==> src/rtl/codec_cfg_pkg.sv <==
// rtl/codec_cfg_pkg.sv - shared constants for the WM8731 codec configuration sequencer
// Purpose: codec I2C address, power-up register table and sequencer state codes.
// Ports: none (package).
package codec_cfg_pkg;

  localparam logic [7:0] WM8731_ADDR = 8'h34;

  localparam int N_TABLE = 11;

  // {reg[6:0], val[8:0]} words, written in order after reset.
  // First entry resets the codec, last entry activates the digital interface.
  localparam logic [15:0] WM8731_TABLE [N_TABLE] = '{
    16'h1E00, 16'h0017, 16'h0217, 16'h0479, 16'h0679, 16'h0812,
    16'h0A00, 16'h0C00, 16'h0E42, 16'h1000, 16'h1201
  };

  localparam logic [2:0] ST_INIT  = 3'd0;
  localparam logic [2:0] ST_LOAD  = 3'd1;
  localparam logic [2:0] ST_REQ   = 3'd2;
  localparam logic [2:0] ST_WAIT  = 3'd3;
  localparam logic [2:0] ST_RETRY = 3'd4;
  localparam logic [2:0] ST_GAP   = 3'd5;
  localparam logic [2:0] ST_DONE  = 3'd6;
  localparam logic [2:0] ST_ERROR = 3'd7;

endpackage

==> src/rtl/codec_cfg_rom.sv <==
// rtl/codec_cfg_rom.sv - combinational step-to-word lookup of the codec register table
// Purpose: returns the table word for a step index; 0 beyond the end of the table.
// Ports: step [3:0] in - table index; word [15:0] out - register word.
module codec_cfg_rom
  import codec_cfg_pkg::*;
(
  input  logic [3:0]  step,
  output logic [15:0] word
);

  always_comb begin
    word = 16'h0000;
    if (int'(step) < N_TABLE) begin
      word = WM8731_TABLE[step];
    end
  end

endmodule

==> src/rtl/codec_cfg_seq.sv <==
// rtl/codec_cfg_seq.sv - audio codec register-table sequencer in front of the I2C write controller
// Purpose: after reset or cfg_start writes every table word to the codec, then serves
//   single runtime writes (usr_req/usr_data/usr_ack) to the same I2C controller.
// Ports: i2c_clock_50, rst_i (sync, active-high); cfg_start, usr_req, usr_data, usr_ack;
//   i2c_busy, i2c_done, i2c_addr, i2c_data, i2c_send_flag (controller side);
//   cfg_busy, cfg_done, cfg_error, cfg_step (status).
// Build option: CODEC_CFG_RETRY_EN enables NACK retries up to MAX_RETRY per write.
module codec_cfg_seq
  import codec_cfg_pkg::*;
#(
  parameter logic [7:0]  DEV_ADDR   = WM8731_ADDR,
  parameter int          N_REGS     = 11,  // one entry per table word
  parameter int          MAX_RETRY  = 3,
  parameter logic [19:0] TIMEOUT    = 20'd1_000_000,
  parameter int          GAP_CYCLES = 512
) (
  input  logic        i2c_clock_50,
  input  logic        rst_i,
  input  logic        cfg_start,
  input  logic        usr_req,
  input  logic [15:0] usr_data,
  output logic        usr_ack,
  input  logic        i2c_busy,
  input  logic        i2c_done,
  output logic [7:0]  i2c_addr,
  output logic [15:0] i2c_data,
  output logic        i2c_send_flag,
  output logic        cfg_busy,
  output logic        cfg_done,
  output logic        cfg_error,
  output logic [3:0]  cfg_step
);

  localparam logic [3:0]  LAST_STEP = 4'(N_REGS - 1);
  localparam logic [19:0] GAP_LAST  = 20'(GAP_CYCLES - 1);
  localparam logic [19:0] TOUT_LAST = TIMEOUT - 20'd1;

  logic [2:0]  state;
  logic [3:0]  step;
  logic [19:0] timer;     // timeout count in REQ/WAIT, gap count in GAP
  logic        busy_q;
  logic        seen_done;
  logic        usr_txn;   // current write belongs to the runtime requester
`ifdef CODEC_CFG_RETRY_EN
  logic [3:0]  retry;
  logic        resend;    // GAP must reload the same word rather than advance
`endif

  logic [15:0] rom_word;
  logic        busy_fall;
  logic        timed_out;
  logic        exhausted;
  logic        fail_evt;

  codec_cfg_rom u_rom (
    .step (step),
    .word (rom_word)
  );

  assign i2c_addr = DEV_ADDR;
  assign cfg_step = step;

  always_comb begin
    busy_fall = busy_q && !i2c_busy;
    timed_out = 1'b0;
    // A handshake arriving on the expiry cycle still wins over the timeout.
    if (state == ST_REQ) begin
      timed_out = (timer == TOUT_LAST) && !i2c_busy;
    end
    if (state == ST_WAIT) begin
      timed_out = (timer == TOUT_LAST) && !busy_fall;
    end
`ifdef CODEC_CFG_RETRY_EN
    exhausted = (state == ST_RETRY) && (retry >= 4'(MAX_RETRY));
`else
    exhausted = (state == ST_RETRY);
`endif
    fail_evt = timed_out || exhausted;
  end

  always_ff @(posedge i2c_clock_50) begin
    if (rst_i) begin
      state         <= ST_INIT;
      step          <= 4'd0;
      timer         <= 20'd0;
      busy_q        <= 1'b0;
      seen_done     <= 1'b0;
      usr_txn       <= 1'b0;
      usr_ack       <= 1'b0;
      i2c_data      <= 16'h0000;
      i2c_send_flag <= 1'b0;
      cfg_busy      <= 1'b0;
      cfg_done      <= 1'b0;
      cfg_error     <= 1'b0;
`ifdef CODEC_CFG_RETRY_EN
      retry         <= 4'd0;
      resend        <= 1'b0;
`endif
    end else begin
      busy_q  <= i2c_busy;
      usr_ack <= 1'b0;
      if (fail_evt) begin
        // Table failures are sticky errors; user failures just complete the handshake.
        i2c_send_flag <= 1'b0;
        timer         <= 20'd0;
        if (usr_txn) begin
          usr_ack <= 1'b1;
          usr_txn <= 1'b0;
          state   <= ST_DONE;
        end else begin
          cfg_error <= 1'b1;
          cfg_busy  <= 1'b0;
          state     <= ST_ERROR;
        end
      end else begin
        case (state)
          ST_INIT: begin
            // The controller is not reset with us; let an in-flight write finish.
            if (!i2c_busy) begin
              cfg_busy <= 1'b1;
              step     <= 4'd0;
              timer    <= 20'd0;
              state    <= ST_LOAD;
            end
          end
          ST_LOAD: begin
            if (!usr_txn) begin
              i2c_data <= rom_word;
            end
            i2c_send_flag <= 1'b1;
            seen_done     <= 1'b0;
            timer         <= 20'd0;
            state         <= ST_REQ;
          end
          ST_REQ: begin
            // Flag is a level: the controller only samples it on its SCL phase.
            if (i2c_busy) begin
              i2c_send_flag <= 1'b0;
              timer         <= 20'd0;
              state         <= ST_WAIT;
            end else begin
              timer <= timer + 20'd1;
            end
          end
          ST_WAIT: begin
            if (i2c_done) begin
              seen_done <= 1'b1;
            end
            if (busy_fall) begin
              timer <= 20'd0;
              if (seen_done || i2c_done) begin
                usr_ack <= usr_txn;
                state   <= ST_GAP;
              end else begin
                state <= ST_RETRY;
              end
            end else begin
              timer <= timer + 20'd1;
            end
          end
          ST_RETRY: begin
`ifdef CODEC_CFG_RETRY_EN
            retry  <= retry + 4'd1;
            resend <= 1'b1;
`endif
            timer <= 20'd0;
            state <= ST_GAP;
          end
          ST_GAP: begin
            if (timer == GAP_LAST) begin
              timer <= 20'd0;
`ifdef CODEC_CFG_RETRY_EN
              if (resend) begin
                resend <= 1'b0;
                state  <= ST_LOAD;
              end else
`endif
              if (usr_txn) begin
                usr_txn <= 1'b0;
                state   <= ST_DONE;
              end else if (step == LAST_STEP) begin
                cfg_busy <= 1'b0;
                cfg_done <= 1'b1;
                state    <= ST_DONE;
              end else begin
                step  <= step + 4'd1;
`ifdef CODEC_CFG_RETRY_EN
                retry <= 4'd0;
`endif
                state <= ST_LOAD;
              end
            end else begin
              timer <= timer + 20'd1;
            end
          end
          ST_DONE, ST_ERROR: begin
            if (cfg_start) begin
              cfg_done  <= 1'b0;
              cfg_error <= 1'b0;
              cfg_busy  <= 1'b1;
              step      <= 4'd0;
              timer     <= 20'd0;
`ifdef CODEC_CFG_RETRY_EN
              retry     <= 4'd0;
`endif
              state     <= ST_LOAD;
            end else if (state == ST_DONE && usr_req && !usr_ack) begin
              // usr_ack high means the requester has not yet dropped usr_req.
              i2c_data      <= usr_data;
              usr_txn       <= 1'b1;
              i2c_send_flag <= 1'b1;
              seen_done     <= 1'b0;
              timer         <= 20'd0;
`ifdef CODEC_CFG_RETRY_EN
              retry         <= 4'd0;
`endif
              state         <= ST_REQ;
            end
          end
          default: begin
            state <= ST_INIT;
          end
        endcase
      end
    end
  end

endmodule

==> config.mk <==
export PLATFORM = sky130hd
export DESIGN_NAME = codec_cfg_seq
export DESIGN_NICKNAME = d
export VERILOG_FILES = /design/src/rtl/codec_cfg_pkg.sv /design/src/rtl/codec_cfg_rom.sv /design/src/rtl/codec_cfg_seq.sv
export SDC_FILE = /design/constraint.sdc
export NUM_CORES = 1
export LEC_CHECK = 0
export CORE_ASPECT_RATIO = 1.1
export CORE_MARGIN = 4
export CORE_UTILIZATION = 39
export DETAILED_ROUTE_END_ITERATION = 10
export PLACE_DENSITY = 0.68
export SLEW_MARGIN = 0
export SYNTH_ARGS = -nofsm -noshare
export SYNTH_HDL_FRONTEND = slang
export SYNTH_HIERARCHICAL = 1
export SYNTH_SLANG_ARGS = --single-unit
==> constraint.sdc <==
create_clock -name i2c_clock_50 -period 2.2 [get_ports i2c_clock_50]
set_input_delay 0.44 -clock i2c_clock_50 [delete_from_list [all_inputs] [get_ports i2c_clock_50]]
set_output_delay 0.44 -clock i2c_clock_50 [all_outputs]
set_load 0.01 [all_outputs]
==> impl_metrics.env, run 1 <==
export IMPL_drive_gt1_share_pct=17.0
export IMPL_place_area_um2=3720
export IMPL_async_flop_share_pct=0
export IMPL_die_h_um=99.0
export IMPL_synth_area_um2=2930
export IMPL_yosysSeqAreaShare_pct=34.8
export IMPL_power_density_nw_per_um2=967
export IMPL_crit_path_end_kind="flop"
export IMPL_grt_ovfl_total=0
export IMPL_grt_first_pass_wirelength_um=12800
export IMPL_finalCoreUtilization_pct=54.5
export IMPL_die_w_um=90.7
export IMPL_drt_vias_per_instance=5.28
export IMPL_worstPathMaxFanout=4
export IMPL_rsz0062_at_grt="true"
export IMPL_worstReg2RegStart="timer[10]"
export IMPL_ys_ff_latch=51
export IMPL_hold_class="reg2reg"
export IMPL_grt_total_usage_pct=17.3
export IMPL_cts_sinks=51
export IMPL_ys_types=55
export IMPL_seqPwrFrac_pct=32.3
export IMPL_p_int_mw=2.42
export IMPL_clkLatencyLatePin_ns=0.31
export IMPL_cts_buffers=5
export IMPL_drt_iter0_drc=155
export IMPL_met1_usage_pct=21.8
export IMPL_arrival_ns=2.56
export IMPL_crit_family="simple AND/OR/NAND/NOR gates"
export IMPL_hold_viol=0
export IMPL_power_frac_clock_pct=18.8
export IMPL_clkSlewWorstSetupHoldPaths_ns=0.10
export IMPL_syn2layout_area_growth_pct=33.1
export IMPL_fin_crit_sh_pct=106
export IMPL_wire_per_inst_um=14.7
export IMPL_dp_hpwl_um=5580
export IMPL_core_um2=7170
export IMPL_grtUsageMet3_pct=2.75
export IMPL_startpoint="timer[10]"
export IMPL_h_tree_depth=2
export IMPL_maxCapViolations=0
export IMPL_clock_path_buffers=2
export IMPL_p_total_mw=3.78
export IMPL_min_from="i2c_data[2]"
export IMPL_die_area_um2=8970
export IMPL_yosys_warnings=6
export IMPL_grt_start_max_net_pins=30
export IMPL_status="finished, violations left"
export IMPL_cp_cell_sequence="or4_1 -> or3_4 -> or4_4 -> and3_4 -> buf_4 -> nor3_1"
export IMPL_vias=2774
export IMPL_peakVddDrop_mv=0.463
export IMPL_met2_usage_pct=30.4
export IMPL_crit_slowest_cell="or4_4"
export IMPL_setup_ws_ns=-0.129
export IMPL_firstDrtPassIters=4
export IMPL_synth_ff_type="dfxtp_1"
export IMPL_avgSynthCellArea_um2=8.08
export IMPL_switchingPower_mw=1.36
export IMPL_worstSetupPathType="reg2reg"
export IMPL_diodes=0
export IMPL_fin_nets=470
export IMPL_maxSlewHeadroom_pct=65.6
export IMPL_comb_power_share_pct=49.0
export IMPL_initial_core_util_pct=40.9
export IMPL_ant_nets=0
export IMPL_grt_pass1_vias=2758
export IMPL_skew_ns=0.00539
export IMPL_ioPinCount=55
export IMPL_p_leak_nw=1.49
export IMPL_setup_viol=31
export IMPL_fmax_mhz=429
export IMPL_wirelength_um=7720
export IMPL_final_area_um2=3910
export IMPL_slowest_delay_ns=0.55
export IMPL_start_kind="flop"
export IMPL_grt_busiest_layer="met2"
export IMPL_failed_checks="setup timing"
export IMPL_pre_cts_ws_ns=-0.367
export IMPL_gp_congestion=0.851
export IMPL_min_period_ns=2.33
export IMPL_cts_tree="built"
export IMPL_required_ns=2.43
export IMPL_worst_slew_pin_transition_ns=0.514
export IMPL_sw_frac_of_total_pct=36.0
export IMPL_slew_viol_final=0
export IMPL_antenna_found_initial=0
export IMPL_path_buf_inv=1
export IMPL_cts_root_buffer="clkbuf_8"
export IMPL_row_count=32
export IMPL_postCtsSetupBuffers=0
export IMPL_synth_edf_count=0
export IMPL_netlist_instances=363
export IMPL_drc=0
export IMPL_io_buffers=46
## cell usage in the layout (no fill, tap or decap), types with 13 or more instances in the layout
| cell type | n |
|---|---|
| nor2_1 | 55 |
| dfxtp_1 | 50 |
| a311oi_1 | 16 |
| buf_4 | 44 |
| nand2_1 | 34 |
| nor3_1 | 13 |
| conb_1 | 13 |
| nand3_1 | 24 |
| xor2_1 | 15 |
| clkdlybuf4s50_1 | 46 |
## cells by family (layout without fill, tap and decap cells)
family,count (synthesis),in the layout,synth area share [%]
other,3,13,0.384
AOI/OAI and AO/OA,57,57,14.4
and+or+nand+nor,173,173,30.1
xor gates and xnor gates,20,20,5.97
DFF,51,51,34.8
adders and majority gates,9,9,3.84
buffers and inverters,43,110,8.11
muxes,7,7,2.39
## Yosys cell counts, drive strengths merged (3+ instances only)
| master | number | area, um^2 |
|---|---|---|
| a211oi | 3 | 27.5 |
| a21oi | 10 | 50.1 |
| a311oi | 16 | 140 |
| and3 | 4 | 25.0 |
| and4 | 3 | 26.3 |
| buf | 19 | 148 |
| clkbuf | 15 | 56.3 |
| conb | 3 | 11.3 |
| dfxtp | 51 | 1020 |
| ha | 9 | 113 |
| inv | 9 | 33.8 |
| mux2i | 7 | 70.1 |
| nand2 | 35 | 131 |
| nand3 | 24 | 120 |
| nand3b | 3 | 22.5 |
| nand4 | 4 | 25.0 |
| nor2 | 56 | 210 |
| nor2b | 7 | 43.8 |
| nor3 | 14 | 70.1 |
| nor3b | 4 | 41.3 |
| nor4 | 3 | 25.0 |
| o21ai | 9 | 45.0 |
| o31ai | 3 | 22.5 |
| or3 | 3 | 28.8 |
| or4 | 3 | 26.3 |
| xnor2 | 5 | 43.8 |
| xor2 | 15 | 131 |
## registers in the layout (all words and copies together), names as in the netlist
name	count
seen_done	1
timer	20
cfg_step	4
usr_txn	1
state	3
usr_ack	1
i2c_send_flag	1
busy_q	1
cfg_done	1
cfg_busy	1
i2c_data	16
cfg_error	1
## metrics by stage
step           TNS, ns  cells  hold slack (ns)
6_report         -2.99    525            0.504
5_1_grt          -4.68    525            0.528
4_1_cts         -0.980    525            0.506
3_5_place_dp    -10.34    517            0.493
3_3_place_gp     -9.13    517            0.482
2_1_floorplan   -0.336    373            0.487
## path summary, 6_finish.rpt
| kind | cells after the start | to | slack, ns |
|---|---|---|---|
| worst max-delay path | 6 | cfg_step[3] | -0.13 |
| worst min-delay path | 2 | i2c_data[2] | 0.50 |
| worst max register to register | 6 | cfg_step[3] | -0.13 |
| worst min register to register | 2 | i2c_data[2] | 0.50 |
## routing by layer
metal | vias up | part of all wire, %
li1 | 1404 | -
met1 | 1314 | 45
met2 | 54 | 51
met3 | 2 | 3.1
met4 | 0 | 0.48
met5 | - | 0
## repair_timing
action,CTS,global route
endpoints found under the hold margin,0,0
pin swaps,18,4
hold buffers,0,0
gates resized for setup,6,7
gates cloned,0,0
setup endpoints to repair,29,33
## worst min-delay path, cell delays in order, from the launching register on
cell,delay (ns)
dfxtp_1,0.32
nor2_1,0.09
a311oi_1,0.05
## power by group through the flow
stage | registers (mW) | clock network, mW | logic (mW)
after floorplan | 1.29 | 0 | 0.901
after global placement | 1.23 | 0 | 1.73
after detailed placement | 1.24 | 0 | 1.76
after CTS | 1.22 | 0.727 | 1.81
after global routing | 1.25 | 0.767 | 2.01
final | 1.22 | 0.708 | 1.85
## cell type report
class                   count  area [um^2]
multi-input cells         279         1780
inverters                   9         33.8
well taps                  85          106
clock buffers               6         82.6
fillers                   681         3260
flip-flops and latches     51         1020
repair buffers             93          842
clock inverters             2         38.8
(Power assumes the default switching activity.)
==> inputs of run 2 (changes only) <==
--- a/config.mk
+++ b/config.mk
@@ -10,6 +10,7 @@
 export CORE_UTILIZATION = 39
 export DETAILED_ROUTE_END_ITERATION = 10
 export PLACE_DENSITY = 0.68
+export SKIP_CTS_REPAIR_TIMING = 1
 export SLEW_MARGIN = 0
 export SYNTH_ARGS = -nofsm -noshare
 export SYNTH_HDL_FRONTEND = slang
==> run 2 against run 1 <==
The run still ends with setup timing left. Sequential cell count did not move. Wire length increased by 0.10%. Count of clock-buffer cells in the layout stayed put. Cell count increased by 0.57%. Clock power hardly changed. Non-clock buffer count increased by 3. Die area stayed put. Combinational power grew 4%. Register-to-register slack better by 0.02 ns. Sequential share of layout area is 0.50 points lower. Critical path type unchanged. Largest power group unchanged.
==> impl_metrics.env, run 2 (same netlist as run 1, synthesis figures left out) <==
export IMPL_status="finished, violations left"
export IMPL_failed_checks="setup timing"
export IMPL_cts_root_buffer="clkbuf_8"
export IMPL_drive_gt1_share_pct=18.7
export IMPL_startpoint="timer[10]"
export IMPL_reg2reg_setup_slack_ns=-0.11
export IMPL_slew_viol_final=0
export IMPL_fmax_mhz=433
export IMPL_reg2reg_depth=7
export IMPL_wire_per_inst_um=14.6
export IMPL_initial_core_util_pct=40.9
export IMPL_cts_buffers=5
export IMPL_antenna_found_initial=0
export IMPL_die_h_um=99.0
export IMPL_row_count=32
export IMPL_rsz0062_at_grt="true"
export IMPL_worst_slew_pin_transition_ns=0.509
export IMPL_core_um2=7170
export IMPL_die_w_um=90.7
export IMPL_arrival_ns=2.51
export IMPL_setup_viol=27
export IMPL_grt_pass1_vias=2731
export IMPL_dpl_cell_count=517
export IMPL_grt_total_usage_pct=17.2
export IMPL_worstReg2RegStart="timer[10]"
export IMPL_maxSlewHeadroom_pct=66.0
export IMPL_syn2layout_area_growth_pct=35.8
export IMPL_hold_path_end="i2c_data[2]"
export IMPL_cts_tree="built"
export IMPL_vias=2787
export IMPL_crit_path_end_kind="flop"
export IMPL_firstDrtPassIters=4
export IMPL_drc=0
export IMPL_fin_crit_sh_pct=105
export IMPL_dp_hpwl_um=5580
export IMPL_final_cell_mix="55 x nor2_1, 50 x dfxtp_1, 46 x clkdlybuf4s50_1, 45 x buf_4, 34 x nand2_1"
export IMPL_worstSetupPathType="reg2reg"
export IMPL_finalCoreUtilization_pct=55.6
export IMPL_peakVddDrop_mv=0.467
export IMPL_grt_start_max_net_pins=30
export IMPL_layout_commonest_cell="nor2_1"
export IMPL_p_leak_nw=1.53
export IMPL_diodes=0
export IMPL_setup_ws_ns=-0.110
export IMPL_regMostFlops="timer"
export IMPL_min_period_ns=2.31
export IMPL_maxCapViolations=0
export IMPL_h_tree_depth=2
export IMPL_grt_ovfl_total=0
export IMPL_final_area_um2=3980
export IMPL_fin_nets=473
export IMPL_place_area_um2=3720
export IMPL_drt_vias_per_instance=5.28
export IMPL_clkSlewWorstSetupHoldPaths_ns=0.10
export IMPL_hold_class="reg2reg"
export IMPL_clock_path_buffers=2
export IMPL_reg2reg_to="state[2]"
export IMPL_die_area_um2=8970
export IMPL_power_density_nw_per_um2=969
export IMPL_io_buffers=46
export IMPL_ant_nets=0
export IMPL_largest_register_ffs=20
export IMPL_required_ns=2.40
export IMPL_fillers=667
export IMPL_wirelength_um=7730
export IMPL_hold_depth=2
export IMPL_skew_ns=0.00815
export IMPL_min_from="i2c_data[2]"
export IMPL_cts_sinks=51
export IMPL_drt_iter0_drc=138
export IMPL_grt_first_pass_wirelength_um=12800
export IMPL_gp_congestion=0.851
export IMPL_clkLatencyLatePin_ns=0.31
export IMPL_hold_viol=0
export IMPL_ioPinCount=55
export IMPL_worstPathMaxFanout=3
export IMPL_start_kind="flop"
export IMPL_final_cells=528
==> run 2: how the worst max path moves through the flow <==
stage	end	slack, ns
floorplan	timer[10]	-0.02
global placement	timer[10]	-0.32
detailed placement	timer[10]	-0.37
CTS	state[2]	-0.12
global route	state[2]	-0.17
finish	state[2]	-0.11
==> run 2: layout make-up <==
type / instances / area, um^2 / share of cell area, %
Timing Repair Buffer: 96 / 881 / 22.1
Tap cell: 85 / 106 / 2.67
Clock buffer: 6 / 82.6 / 2.07
Sequential cell: 51 / 1020 / 25.7
Multi-Input combinational cell: 279 / 1820 / 45.6
Inverter: 9 / 33.8 / 0.849
Clock inverter: 2 / 38.8 / 0.974
==> run 2: through the flow <==
stage               hold slack (ns)  setup slack [ns]  TNS (ns)  power, mW
floorplan                     0.487           -0.0225    -0.336       2.19
global placement              0.482            -0.315     -9.13       2.96
finish                        0.504            -0.110     -1.24       3.86
CTS                           0.506            -0.120     -1.91       3.72
detailed placement            0.493            -0.367    -10.34       3.00
global route                  0.528            -0.173     -3.16       4.11
==> run 2: worst max-delay path: stages (launching register included) <==
cell     delay [ns]
dfxtp_2        0.33
or4_1          0.52
or3_4          0.36
o31a_4         0.32
nor3b_4        0.22
buf_6          0.16
mux2i_4        0.22
a21oi_2        0.07
==> run 2: power by group <==
| group | internal (mW) | leakage (nW) | switching (mW) |
|---|---|---|---|
| registers | 1.11 | 0.416 | 0.115 |
| logic | 0.995 | 1.05 | 0.932 |
| clock network | 0.375 | 0.0618 | 0.336 |
| total | 2.48 | 1.53 | 1.38 |
==> run 2: per-layer routing <==
| metal | track usage (%) | vias up | routed length [um] |
|---|---|---|---|
| met5 | 0 | - | 0 |
| met4 | 4.59 | 0 | 78 |
| met3 | 2.75 | 5 | 291 |
| met2 | 30.2 | 49 | 3920 |
| met1 | 21.8 | 1317 | 3440 |
| li1 | - | 1416 | - |
==> inputs of run 3 (changes only) <==
--- a/config.mk
+++ b/config.mk
@@ -9,7 +9,7 @@
 export CORE_MARGIN = 4
 export CORE_UTILIZATION = 39
 export DETAILED_ROUTE_END_ITERATION = 10
-export PLACE_DENSITY = 0.68
+export PLACE_DENSITY = 0.66
 export SKIP_CTS_REPAIR_TIMING = 1
 export SLEW_MARGIN = 0
 export SYNTH_ARGS = -nofsm -noshare
==> constraint.sdc (replaced) <==
create_clock -name i2c_clock_50 -period 2.6 [get_ports i2c_clock_50]
set_input_delay 0.52 -clock i2c_clock_50 [delete_from_list [all_inputs] [get_ports i2c_clock_50]]
set_output_delay 0.52 -clock i2c_clock_50 [all_outputs]
set_load 0.01 [all_outputs]
==> run 3 against run 2 <==
The run now ends clean. Critical path depth rose by 1. Die area did not move. Non-clock buffer count fell by 24. Critical path type unchanged. Critical endpoint unchanged.
==> impl_metrics.env, run 3 (same netlist as run 1, synthesis figures left out) <==
export IMPL_io_buffers=46
export IMPL_worstSetupPathType="reg2reg"
export IMPL_power_density_nw_per_um2=789
export IMPL_fin_crit_sh_pct=93.5
export IMPL_clock_path_buffers=2
export IMPL_switchingPower_mw=1.04
export IMPL_finalCoreUtilization_pct=50.9
export IMPL_wire_per_inst_um=13.9
export IMPL_gp_congestion=0.869
export IMPL_antenna_found_initial=0
export IMPL_final_cell_mix="56 x nor2_1, 51 x dfxtp_1, 46 x clkdlybuf4s50_1, 35 x nand2_1, 25 x buf_4"
export IMPL_required_ns=2.80
export IMPL_final_area_um2=3640
export IMPL_p_total_mw=2.88
export IMPL_cp_common_cell="buf_4"
export IMPL_layout_commonest_cell="nor2_1"
export IMPL_h_tree_depth=2
export IMPL_arrival_ns=2.63
export IMPL_skew_ns=0.0135
export IMPL_vias=2701
export IMPL_cts_sinks=51
export IMPL_cts_tree="built"
export IMPL_reg2reg_setup_slack_ns=0.17
export IMPL_hold_depth=2
export IMPL_slowest_delay_ns=0.52
export IMPL_drt_vias_per_instance=5.36
export IMPL_cts_root_buffer="clkbuf_8"
export IMPL_wirelength_um=7010
export IMPL_crit_path_end_kind="flop"
export IMPL_core_um2=7170
export IMPL_grt_pass1_vias=2533
export IMPL_place_area_um2=3540
export IMPL_rsz0062_at_grt="false"
export IMPL_worstPathMaxFanout=6
export IMPL_cts_buffers=5
export IMPL_p_int_mw=1.83
export IMPL_seqPwrFrac_pct=36.9
export IMPL_fmax_mhz=411
export IMPL_hold_viol=0
export IMPL_cp_cell_sequence="or4_1 -> or3_4 -> o31a_4 -> nor3b_4 -> buf_4 -> buf_4 -> mux2i_1 -> a21oi_1"
export IMPL_slew_viol_final=0
export IMPL_multi_input_area_um2=1710
export IMPL_fillers=703
export IMPL_clkSlewWorstSetupHoldPaths_ns=0.09
export IMPL_grt_ovfl_total=0
export IMPL_drc=0
export IMPL_ant_nets=0
export IMPL_status="completed"
export IMPL_maxCapViolations=0
export IMPL_p_leak_nw=1.37
export IMPL_comb_power_share_pct=45.4
export IMPL_syn2layout_area_growth_pct=24.3
export IMPL_grt_start_max_net_pins=33
export IMPL_peakVddDrop_mv=0.348
export IMPL_dp_hpwl_um=5080
export IMPL_grt_total_usage_pct=15.7
export IMPL_hold_slack_ns=0.492
export IMPL_crit_slowest_cell="or4_1"
export IMPL_setup_viol=0
export IMPL_grt_first_pass_wirelength_um=12000
export IMPL_power_frac_clock_pct=17.7
export IMPL_drt_iter0_drc=177
export IMPL_die_w_um=90.7
export IMPL_diodes=0
export IMPL_initial_core_util_pct=40.9
export IMPL_reg2reg_depth=8
export IMPL_clkLatencyLatePin_ns=0.31
export IMPL_start_kind="flop"
export IMPL_die_h_um=99.0
export IMPL_sw_frac_of_total_pct=36.3
export IMPL_hold_class="reg2reg"
export IMPL_crit_family="simple AND/OR/NAND/NOR gates"
export IMPL_worst_slew_pin_transition_ns=0.491
export IMPL_cp_depth=8
export IMPL_regMostFlops="timer"
export IMPL_firstDrtPassIters=4
export IMPL_largest_register_ffs=20
export IMPL_path_buf_inv=2
export IMPL_drive_gt1_share_pct=10.5
export IMPL_seq_area_um2=1020
export IMPL_row_count=32
export IMPL_die_area_um2=8970
export IMPL_ioPinCount=55
export IMPL_fin_nets=449
export IMPL_maxSlewHeadroom_pct=66.9
export IMPL_min_period_ns=2.43
==> run 3: cell count changes in the layout (fill, tap and decap cells not counted), moves of 2 or more <==
cell | previous run | this run
buf_4 | 45 | 25
nor3_1 | 12 | 14
buf_12 | 3 | 1
a21oi_2 | 3 | 0
o21ai_0 | 5 | 7
a21oi_1 | 7 | 10
buf_6 | 2 | 0
==> run 3: layout make-up <==
class,count,area share [%]
Tap cell,85,2.92
Clock inverter,1,0.206
Multi-Input combinational cell,279,47.0
Sequential cell,51,28.0
Inverter,9,0.927
Clock buffer,7,2.64
Timing Repair Buffer,72,18.3
==> run 3: power groups by stage <==
| stage | registers (mW) | clock network, mW | logic [mW] |
|---|---|---|---|
| after floorplan | 1.09 | 0 | 0.751 |
| after global placement | 1.07 | 0 | 1.29 |
| after detailed placement | 1.08 | 0 | 1.30 |
| after CTS | 1.06 | 0.524 | 1.31 |
| after global routing | 1.09 | 0.555 | 1.43 |
| final | 1.06 | 0.509 | 1.31 |
==> run 3: per-layer routing <==
metal	GRT usage [%]	part of all wire [%]	wire length [um]	vias up
met5	0	0	0	-
met4	3.65	1.2	84	0
met3	3.36	5.7	402	7
met2	26.5	47	3260	75
met1	20.6	46	3260	1252
li1	-	-	-	1367
==> run 3: worst paths after layout <==
check               from          end
max            timer[11]     state[2]
min          cfg_step[0]  cfg_step[0]
max reg2reg    timer[11]     state[2]
min reg2reg  cfg_step[0]  cfg_step[0]
==> run 3: stage by stage <==
step	instances	setup WS, ns	setup TNS (ns)
after CTS	504	0.174	0
after global routing	504	0.0948	0
after floorplan	373	0.320	0
after detailed placement	496	-0.0313	-0.0753
final	504	0.170	0
after global placement	496	0.00604	0
==> run 3: worst min-delay path, stage by stage, from the launching register on <==
cell and delay, ns:
dfxtp_1 0.32, inv_1 0.07, o31ai_1 0.07
